===== config.mk =====
export PLATFORM = sky130hd
export DESIGN_NAME = branch_hazard_ctrl
export DESIGN_NICKNAME = d
export VERILOG_FILES = /design/src/rtl/branch_hazard_ctrl_pkg.sv /design/src/rtl/bhc_hazard_detect.sv /design/src/rtl/branch_hazard_ctrl.sv
export SDC_FILE = /design/constraint.sdc
export NUM_CORES = 1
export LEC_CHECK = 0
export ABC_AREA = 1
export BUFFER_PORTS_ARGS = -buffer_cell sky130_fd_sc_hd__buf_2
export CAP_MARGIN = 40
export CORE_ASPECT_RATIO = 0.7
export CORE_UTILIZATION = 35
export DETAILED_ROUTE_END_ITERATION = 6
export PLACE_DENSITY_LB_ADDON = 0.08
export SYNTH_ARGS = -nofsm -noshare
export SYNTH_HDL_FRONTEND = slang
export SYNTH_SLANG_ARGS = --single-unit

===== constraint.sdc =====
create_clock -name clk -period 5.7 [get_ports clk]
set_input_delay 1.14 -clock clk [delete_from_list [all_inputs] [get_ports clk]]
set_output_delay 1.14 -clock clk [all_outputs]
set_load 0.03 [all_outputs]

===== src/rtl/branch_hazard_ctrl_pkg.sv =====
// Shared definitions for the ID-stage branch hazard controller.
//   bhc_state_e   : controller states (idle, load-use stall, pending redirect)
//   BHC_NUM_SRC   : number of register operands an ID instruction can read
//   BHC_NUM_CNT   : number of performance counters kept by the controller
//   BHC_CNT_TAKEN : counter slot for issued redirects
//   BHC_CNT_STALL : counter slot for stall cycles
package branch_hazard_ctrl_pkg;

    typedef enum logic [1:0] {
        BHC_IDLE  = 2'd0,
        BHC_STALL = 2'd1,
        BHC_PEND  = 2'd2
    } bhc_state_e;

    localparam int unsigned BHC_NUM_SRC   = 2;
    localparam int unsigned BHC_NUM_CNT   = 2;
    localparam int unsigned BHC_CNT_TAKEN = 0;
    localparam int unsigned BHC_CNT_STALL = 1;

endpackage


===== src/rtl/bhc_hazard_detect.sv =====
// Pure combinational load-use hazard compare for a control-flow instruction in ID.
// A hazard exists when a read operand (other than x0) is produced by a load
// that is still in EX or MEM. Non-load producers are covered by forwarding.
// Ports:
//   id_valid_i, id_is_cf_i       : ID holds a valid JAL/JALR/Bxx
//   id_rs1_re_i, id_rs2_re_i     : operand read enables
//   id_rs1_i, id_rs2_i           : operand register addresses
//   ex_rd_i, ex_we_i, ex_is_load_i    : EX-stage producer info
//   mem_rd_i, mem_we_i, mem_is_load_i : MEM-stage producer info
//   hz_o                         : operands not yet forwardable
module bhc_hazard_detect
    import branch_hazard_ctrl_pkg::*;
#(
    parameter int RA_W = 5
) (
    input  logic            id_valid_i,
    input  logic            id_is_cf_i,
    input  logic            id_rs1_re_i,
    input  logic            id_rs2_re_i,
    input  logic [RA_W-1:0] id_rs1_i,
    input  logic [RA_W-1:0] id_rs2_i,
    input  logic [RA_W-1:0] ex_rd_i,
    input  logic            ex_we_i,
    input  logic            ex_is_load_i,
    input  logic [RA_W-1:0] mem_rd_i,
    input  logic            mem_we_i,
    input  logic            mem_is_load_i,
    output logic            hz_o
);

    logic [BHC_NUM_SRC-1:0] src_re;
    logic [RA_W-1:0]        src_ra [BHC_NUM_SRC];
    logic [BHC_NUM_SRC-1:0] src_hz;

    assign src_re[0] = id_rs1_re_i;
    assign src_re[1] = id_rs2_re_i;
    assign src_ra[0] = id_rs1_i;
    assign src_ra[1] = id_rs2_i;

    generate
        for (genvar gi = 0; gi < BHC_NUM_SRC; gi++) begin : g_src
            logic ex_match;
            logic mem_match;

            assign ex_match  = ex_we_i  & ex_is_load_i  & (ex_rd_i  == src_ra[gi]);
            assign mem_match = mem_we_i & mem_is_load_i & (mem_rd_i == src_ra[gi]);
            // x0 is hard-wired zero, so a load "writing" it never blocks a read.
            assign src_hz[gi] = src_re[gi] & (src_ra[gi] != '0) & (ex_match | mem_match);
        end
    endgenerate

    assign hz_o = id_valid_i & id_is_cf_i & (|src_hz);

endmodule


===== src/rtl/branch_hazard_ctrl.sv =====
// ID-stage branch sequencer. Stalls IF/ID on load-use hazards against a branch's
// operands, turns a resolved taken branch into an IF PC write plus IF/ID flush,
// and holds the target while IF is not ready to accept it.
// Ports:
//   clk, rst                 : clock, synchronous active-high reset
//   id_*                     : ID instruction info (valid, control-flow, operands)
//   ex_*, mem_*              : EX/MEM producer info for hazard detection
//   bu_pc, bu_pc_we          : branch unit target and taken flag
//   if_ready                 : IF accepts a PC write this cycle
//   pc_o, pc_we              : redirect target and strobe to IF
//   stall_if, stall_id       : hold PC and IF/ID registers
//   flush_id                 : bubble IF/ID (wrong-path fetch)
//   bubble_ex                : insert NOP into ID/EX
//   taken_cnt, stall_cnt     : saturating performance counters
module branch_hazard_ctrl
    import branch_hazard_ctrl_pkg::*;
#(
    parameter int ADDR_W = 32,
    parameter int RA_W   = 5,
    parameter int CNT_W  = 16
) (
    input  logic              clk,
    input  logic              rst,
    input  logic              id_valid,
    input  logic              id_is_cf,
    input  logic              id_rs1_re,
    input  logic              id_rs2_re,
    input  logic [RA_W-1:0]   id_rs1,
    input  logic [RA_W-1:0]   id_rs2,
    input  logic [RA_W-1:0]   ex_rd,
    input  logic              ex_we,
    input  logic              ex_is_load,
    input  logic [RA_W-1:0]   mem_rd,
    input  logic              mem_we,
    input  logic              mem_is_load,
    input  logic [ADDR_W-1:0] bu_pc,
    input  logic              bu_pc_we,
    input  logic              if_ready,
    output logic [ADDR_W-1:0] pc_o,
    output logic              pc_we,
    output logic              stall_if,
    output logic              stall_id,
    output logic              flush_id,
    output logic              bubble_ex,
    output logic [CNT_W-1:0]  taken_cnt,
    output logic [CNT_W-1:0]  stall_cnt
);

    bhc_state_e        state_q, state_d;
    logic [ADDR_W-1:0] target_q, target_d;
    logic              hz;
    logic              taken;

    bhc_hazard_detect #(
        .RA_W (RA_W)
    ) u_hazard_detect (
        .id_valid_i    (id_valid),
        .id_is_cf_i    (id_is_cf),
        .id_rs1_re_i   (id_rs1_re),
        .id_rs2_re_i   (id_rs2_re),
        .id_rs1_i      (id_rs1),
        .id_rs2_i      (id_rs2),
        .ex_rd_i       (ex_rd),
        .ex_we_i       (ex_we),
        .ex_is_load_i  (ex_is_load),
        .mem_rd_i      (mem_rd),
        .mem_we_i      (mem_we),
        .mem_is_load_i (mem_is_load),
        .hz_o          (hz)
    );

    assign taken = id_valid & id_is_cf & bu_pc_we;

    always_ff @(posedge clk) begin
        if (rst) begin
            state_q  <= BHC_IDLE;
            target_q <= '0;
        end else begin
            state_q  <= state_d;
            target_q <= target_d;
        end
    end

    always_comb begin
        state_d   = state_q;
        target_d  = target_q;
        pc_o      = '0;
        pc_we     = 1'b0;
        stall_if  = 1'b0;
        stall_id  = 1'b0;
        flush_id  = 1'b0;
        bubble_ex = 1'b0;

        // Outputs are forced quiet while reset is held so a pending redirect
        // cannot leak out during the reset cycle.
        if (!rst) begin
            unique case (state_q)
                // STALL behaves exactly like IDLE once the hazard clears, so
                // both share the same decision; the hazard always wins.
                BHC_IDLE, BHC_STALL: begin
                    if (hz) begin
                        stall_if  = 1'b1;
                        stall_id  = 1'b1;
                        bubble_ex = 1'b1;
                        state_d   = BHC_STALL;
                    end else if (taken && if_ready) begin
                        pc_o     = bu_pc;
                        pc_we    = 1'b1;
                        flush_id = 1'b1;
                        state_d  = BHC_IDLE;
                    end else if (taken) begin
                        target_d  = bu_pc;
                        stall_if  = 1'b1;
                        stall_id  = 1'b1;
                        bubble_ex = 1'b1;
                        state_d   = BHC_PEND;
                    end else begin
                        state_d = BHC_IDLE;
                    end
                end
                BHC_PEND: begin
                    pc_o      = target_q;
                    pc_we     = 1'b1;
                    stall_if  = 1'b1;
                    stall_id  = 1'b1;
                    bubble_ex = 1'b1;
                    if (if_ready) begin
                        flush_id = 1'b1;
                        state_d  = BHC_IDLE;
                    end
                end
                default: state_d = BHC_IDLE;
            endcase
        end
    end

    // Saturating counters. A stall cycle is any cycle stall_if is raised: this
    // covers the entry cycle into STALL/PEND and every PEND cycle, but not the
    // STALL cycle in which the hazard has already cleared.
    logic [BHC_NUM_CNT-1:0]            cnt_inc;
    logic [BHC_NUM_CNT-1:0][CNT_W-1:0] cnt_val;

    assign cnt_inc[BHC_CNT_TAKEN] = pc_we & if_ready;
    assign cnt_inc[BHC_CNT_STALL] = stall_if;

    generate
        for (genvar gi = 0; gi < BHC_NUM_CNT; gi++) begin : g_cnt
            logic [CNT_W-1:0] cnt_q, cnt_d;

            always_comb begin
                cnt_d = cnt_q;
                if (cnt_inc[gi] && (cnt_q != {CNT_W{1'b1}})) begin
                    cnt_d = cnt_q + {{(CNT_W-1){1'b0}}, 1'b1};
                end
            end

            always_ff @(posedge clk) begin
                if (rst) begin
                    cnt_q <= '0;
                end else begin
                    cnt_q <= cnt_d;
                end
            end

            assign cnt_val[gi] = cnt_q;
        end
    endgenerate

    assign taken_cnt = cnt_val[BHC_CNT_TAKEN];
    assign stall_cnt = cnt_val[BHC_CNT_STALL];

endmodule


# After elaboration in Yosys (flattened, before gate mapping)
# Cells that the tools add are included.
# totals
out_inout_bits	69
in_bits	64
word_cells	63
regBits	66
# op_classes
reduce_logical	9
eq_ne	9
n_mux	21
bitwise	18
add_sub_neg	2
# op_table
cell	count
$mux W32	3
$pmux W32 S2	1
$add A16 B1 Y16 const B	2
$ne A16 B16 Y1 const B	2
$eq A5 B5 Y1	4
$and A1 B1 Y1	14
$reduce_bool A5 Y1	2
$mux W1	9
$mux W2	4
$pmux W1 S2	3
$pmux W2 S2	1
$reduce_and A4 Y1	1
$reduce_or A2 Y1	2
$logic_and A1 B1 Y1	3
$eq A2 B1 Y1 const B	1
$eq A2 B2 Y1 const B	1
$logic_not A2 Y1	1
$ne A2 B2 Y1 const B	1
$not A1 Y1	2
$or A1 B1 Y1	2

# Longest topological paths before layout
# logic_depth
ltp_word	11
depth_mapped	14
ltp_nobuf	14

# By module
# A second synthesis with hierarchy kept.
# hier_totals
hier_cells	657
area_unflattened_um2	3995.1
# modules_own_cells
mod	seq_area_each_um2	area_per_inst_um2	instances	cells_each
branch_hazard_ctrl	1321.3	3568.4	1	550
bhc_hazard_detect	0.0	426.7	1	107

# Least setup slack after synthesis
# No wires, ideal clock.
# synth_timing
kind	input-to-output
from	in id_rs2[0]
to	out stall_id
path_stages	12
setup_slack_ps	1683
required_time_ps	4560
t_arrival_ps	2877
n_path_buf	3
cell_sequence	inv_1 -> nor2_1 -> nor2_1 -> nand3_1 -> nand2_1 -> nand2_1 -> nand2_1 -> nand2_2 -> buf_4 -> buf_4 -> a21oi_1 -> buf_4
# synth_between
elab_chain_cells	9
word_cells_on_any_way	13
classes_between	eq/ne: 2; mux: 3; bitwise: 6; reduce/logical: 2
# synth_lines
element	line	rtl
start, declared	branch_hazard_ctrl.sv:29	input logic [RA_W-1:0] id_rs2,
$eq A5 B5 Y1, on equally long branches	bhc_hazard_detect.sv:45, bhc_hazard_detect.sv:46	
$and A1 B1 Y1, on equally long branches	bhc_hazard_detect.sv:45, bhc_hazard_detect.sv:46	
$or A1 B1 Y1	bhc_hazard_detect.sv:48	assign src_hz[gi] = src_re[gi] & (src_ra[gi] != '0) & (ex_match | mem_match);
$and A1 B1 Y1 *	bhc_hazard_detect.sv:48	
$reduce_or A2 Y1 *	bhc_hazard_detect.sv:52	assign hz_o = id_valid_i & id_is_cf_i & (|src_hz);
$and A1 B1 Y1 *	bhc_hazard_detect.sv:52	
$mux W1 *	n/a	
$pmux W1 S2 *	n/a	
$mux W1 *	n/a	
end, declared	branch_hazard_ctrl.sv:42	output logic stall_id,
# Every way passes the cells marked *; elsewhere a longest branch is shown, timed or not.

# Final worst setup path
# layout_timing
from	in id_rs1[0]
to	out pc_o[13]
# layout_between
elab_chain_cells	9
word_cells_on_any_way	13
classes_between	eq/ne: 2; mux: 3; bitwise: 6; reduce/logical: 2
# layout_lines
element	line	rtl
start, declared	branch_hazard_ctrl.sv:28	input logic [RA_W-1:0] id_rs1,
$eq A5 B5 Y1, on equally long branches	bhc_hazard_detect.sv:45, bhc_hazard_detect.sv:46	
$and A1 B1 Y1, on equally long branches	bhc_hazard_detect.sv:45, bhc_hazard_detect.sv:46	
$or A1 B1 Y1	bhc_hazard_detect.sv:48	
$and A1 B1 Y1 *	bhc_hazard_detect.sv:48	
$reduce_or A2 Y1 *	bhc_hazard_detect.sv:52	
$and A1 B1 Y1 *	bhc_hazard_detect.sv:52	
$mux W32 *	branch_hazard_ctrl.sv:101	if (hz) begin
$pmux W32 S2 *	branch_hazard_ctrl.sv:97	unique case (state_q)
$mux W32 *	branch_hazard_ctrl.sv:96	if (!rst) begin
end, declared	branch_hazard_ctrl.sv:39	output logic [ADDR_W-1:0] pc_o,
# Marked as above.

==> out/results.ini <==
[run_status]
status=completed

[finish]
final_area_um2=5291
layout_common_cells=194 x nand2_1, 132 x buf_2, 89 x nand3_1
layout-area-overhead-vs-synth_pct=25.12
diodes=0
final_common_cell=nand2_1
fin_nets=861
stdcell_count=957
fin_util_pct=45.12
drive_above_1_share_pct=22.63

[floorplan]
dieWidth_um=133.4
die_h_um=93.97
num_rows=33
start_util_pct=36.06
core_um2=11730
die-area_um2=12530
ios=133

[sta]
slew_headroom_pct=51.28
setup_viol=0
hold_viol=0
setup_slack_ps=1312
rsz0062_at_grt=no
min_period_over_period_pct=76.98
finalCriticalPeriod_ps=4388
fmax_mhz=227.9
drv_slew=0
tns_ps=0
skew_ps=7.387
worst_pin_slew_ps=730.1

[logic_synthesis]
ys_types=32
post_synth_inst_count=684
postSynthNetCount=750
synth_area_um2=4229
synth_top_area_share_pct=31.24
synth-seq-area-share_pct=31.24
yosysWarnings=0
avgSynthCellArea_um2=6.183
synthTopCellsByArea=dfxtp_1 31%, nand2_1 17%, nand3_1 11%, a21oi_1 9.7%, inv_1 6.1%
synth_seq_cells=66
synth.largest_area_cell=dfxtp_1

[placement]
gp_congestion=0.8939
placed_area_um2=4952
dpl.hpwl_um=8514
pre_cts_slack_ps=1296
port_buffers=132
place_inst=941

[pwr]
vdd_drop_max_v=0.0001341
power_density_nw_per_um2=229.8
p_leak_nw=2.449

[critical_path]
worstPathArrival_ps=3250
worst_setup_path_end_kind=output port
start_kind=primary input
r2r-end=taken_cnt[2]
reg2reg_depth=7
cp_data_required_time_ps=4560
r2r_slack_ps=2980
crit_type=in -> out
crit_fanout=40
rr_startpoint=state_q[1]

[grt]
grt_start_max_net_pins=66
grt_use_total_pct=19.74
grt_pass1_wl_um=20000
grt-ovfl-total=0
first_global_vias=4178
antenna_found_initial=0

[routing]
vias_per_cell=4.889
drt_first_pass_iters=7
drt_wl_total_um=12130
num_vias=4679
wl_per_cell_um=12.68
drc=0
postRouteAntennaNets=0
drt_iter0_drc=288

[cts]
htreeDepth=3
cts_setup_buffers=0
hold_buffers=0
ctsResizeCount=0
clkSlewWorstSetupHoldPaths_ps=50
cts-root-buf=clkbuf_16
clockBufferDepth=2
clkLatencyLatePin_ps=330
cts_made_buffers=9
cts_tree=done
clock-sinks=66

[worst_hold_path]
worstHoldEndpoint=target_q[29]
hp-class=reg -> reg
hold_depth=2
min_from=target_q[29]

[run]
max_cap_viol_count=0

registers in the layout (all words and copies together) (netlist names):
register and cells:
taken_cnt 16, target_q 32, state_q 2, stall_cnt 16
worst max path at each step:
stage               slack [ps]       end       from
floorplan                 1680  stall_id  id_rs2[0]
global placement          1380  pc_o[17]  id_rs2[0]
detailed placement        1300  pc_o[11]  id_rs1[0]
CTS                       1320  pc_o[11]  id_rs1[0]
global route              1050  pc_o[11]  id_rs1[0]
finish                    1310  pc_o[13]  id_rs1[0]
through the flow:
stage	power [W]	hold slack (ps)
2_1_floorplan	0.0005544	439.2
3_3_place_gp	0.0006010	448.5
3_5_place_dp	0.0006040	453.2
4_1_cts	0.001232	462.6
5_1_grt	0.001264	477.4
6_report	0.001216	460.9
synth_stat cells, drive strengths merged:
cell type,instances
clkbuf,22
dfxtp,66
a21oi,83
buf,17
a31oi,1
nor4,1
ha,2
nand4,27
inv,77
xor2,11
nand2,200
nor3,13
xnor2,4
nand3,92
o21ai,4
nand3b,2
o21bai,8
nor2,54
report_power, final:
group	switching [W]	internal, W
registers	0.00000445	0.000468
logic	0.0000808	0.0000413
clock network	0.000204	0.000418
total	0.000289	0.000927
critical path, cell delays in order:
cell and delay [ps]:
buf_2 100, inv_1 100, nand4_1 110, o21ai_0 150, inv_1 50, nand2_1 90, nand2_1 70, nand2_2 530
buf_4 400, nand3_1 110, a21oi_1 140, buf_2 210
per-layer routing:
metal	routed length [um]	share of wire, %	track usage, %	vias up
met5	0	0	0	-
met4	129	1.1	5.019	0
met3	634	5.2	4.315	14
met2	5344	44	31.08	122
met1	6023	50	27.20	2098
li1	-	-	-	2445
cell families after synthesis:
family / after synthesis / share of synthesized area [%]
buffers and inverters: 116 / 11.72
DFF: 66 / 31.24
xor gates and xnor gates: 15 / 3.106
and+or+nand+nor: 389 / 41.39
adders and majority gates: 2 / 0.5916
AOI/OAI and AO/OA: 96 / 11.95
area by class of cell:
class                   instances  area (um2)
clock inverters                 4       72.57
repair buffers                139       720.7
inverters                      77       289.0
clock buffers                  12       266.5
fillers                      1302        6435
multi-input cells             502        2425
well taps                     157       196.4
flip-flops and latches         66        1321
No activity file was read; power rests on OpenSTA's default activity.
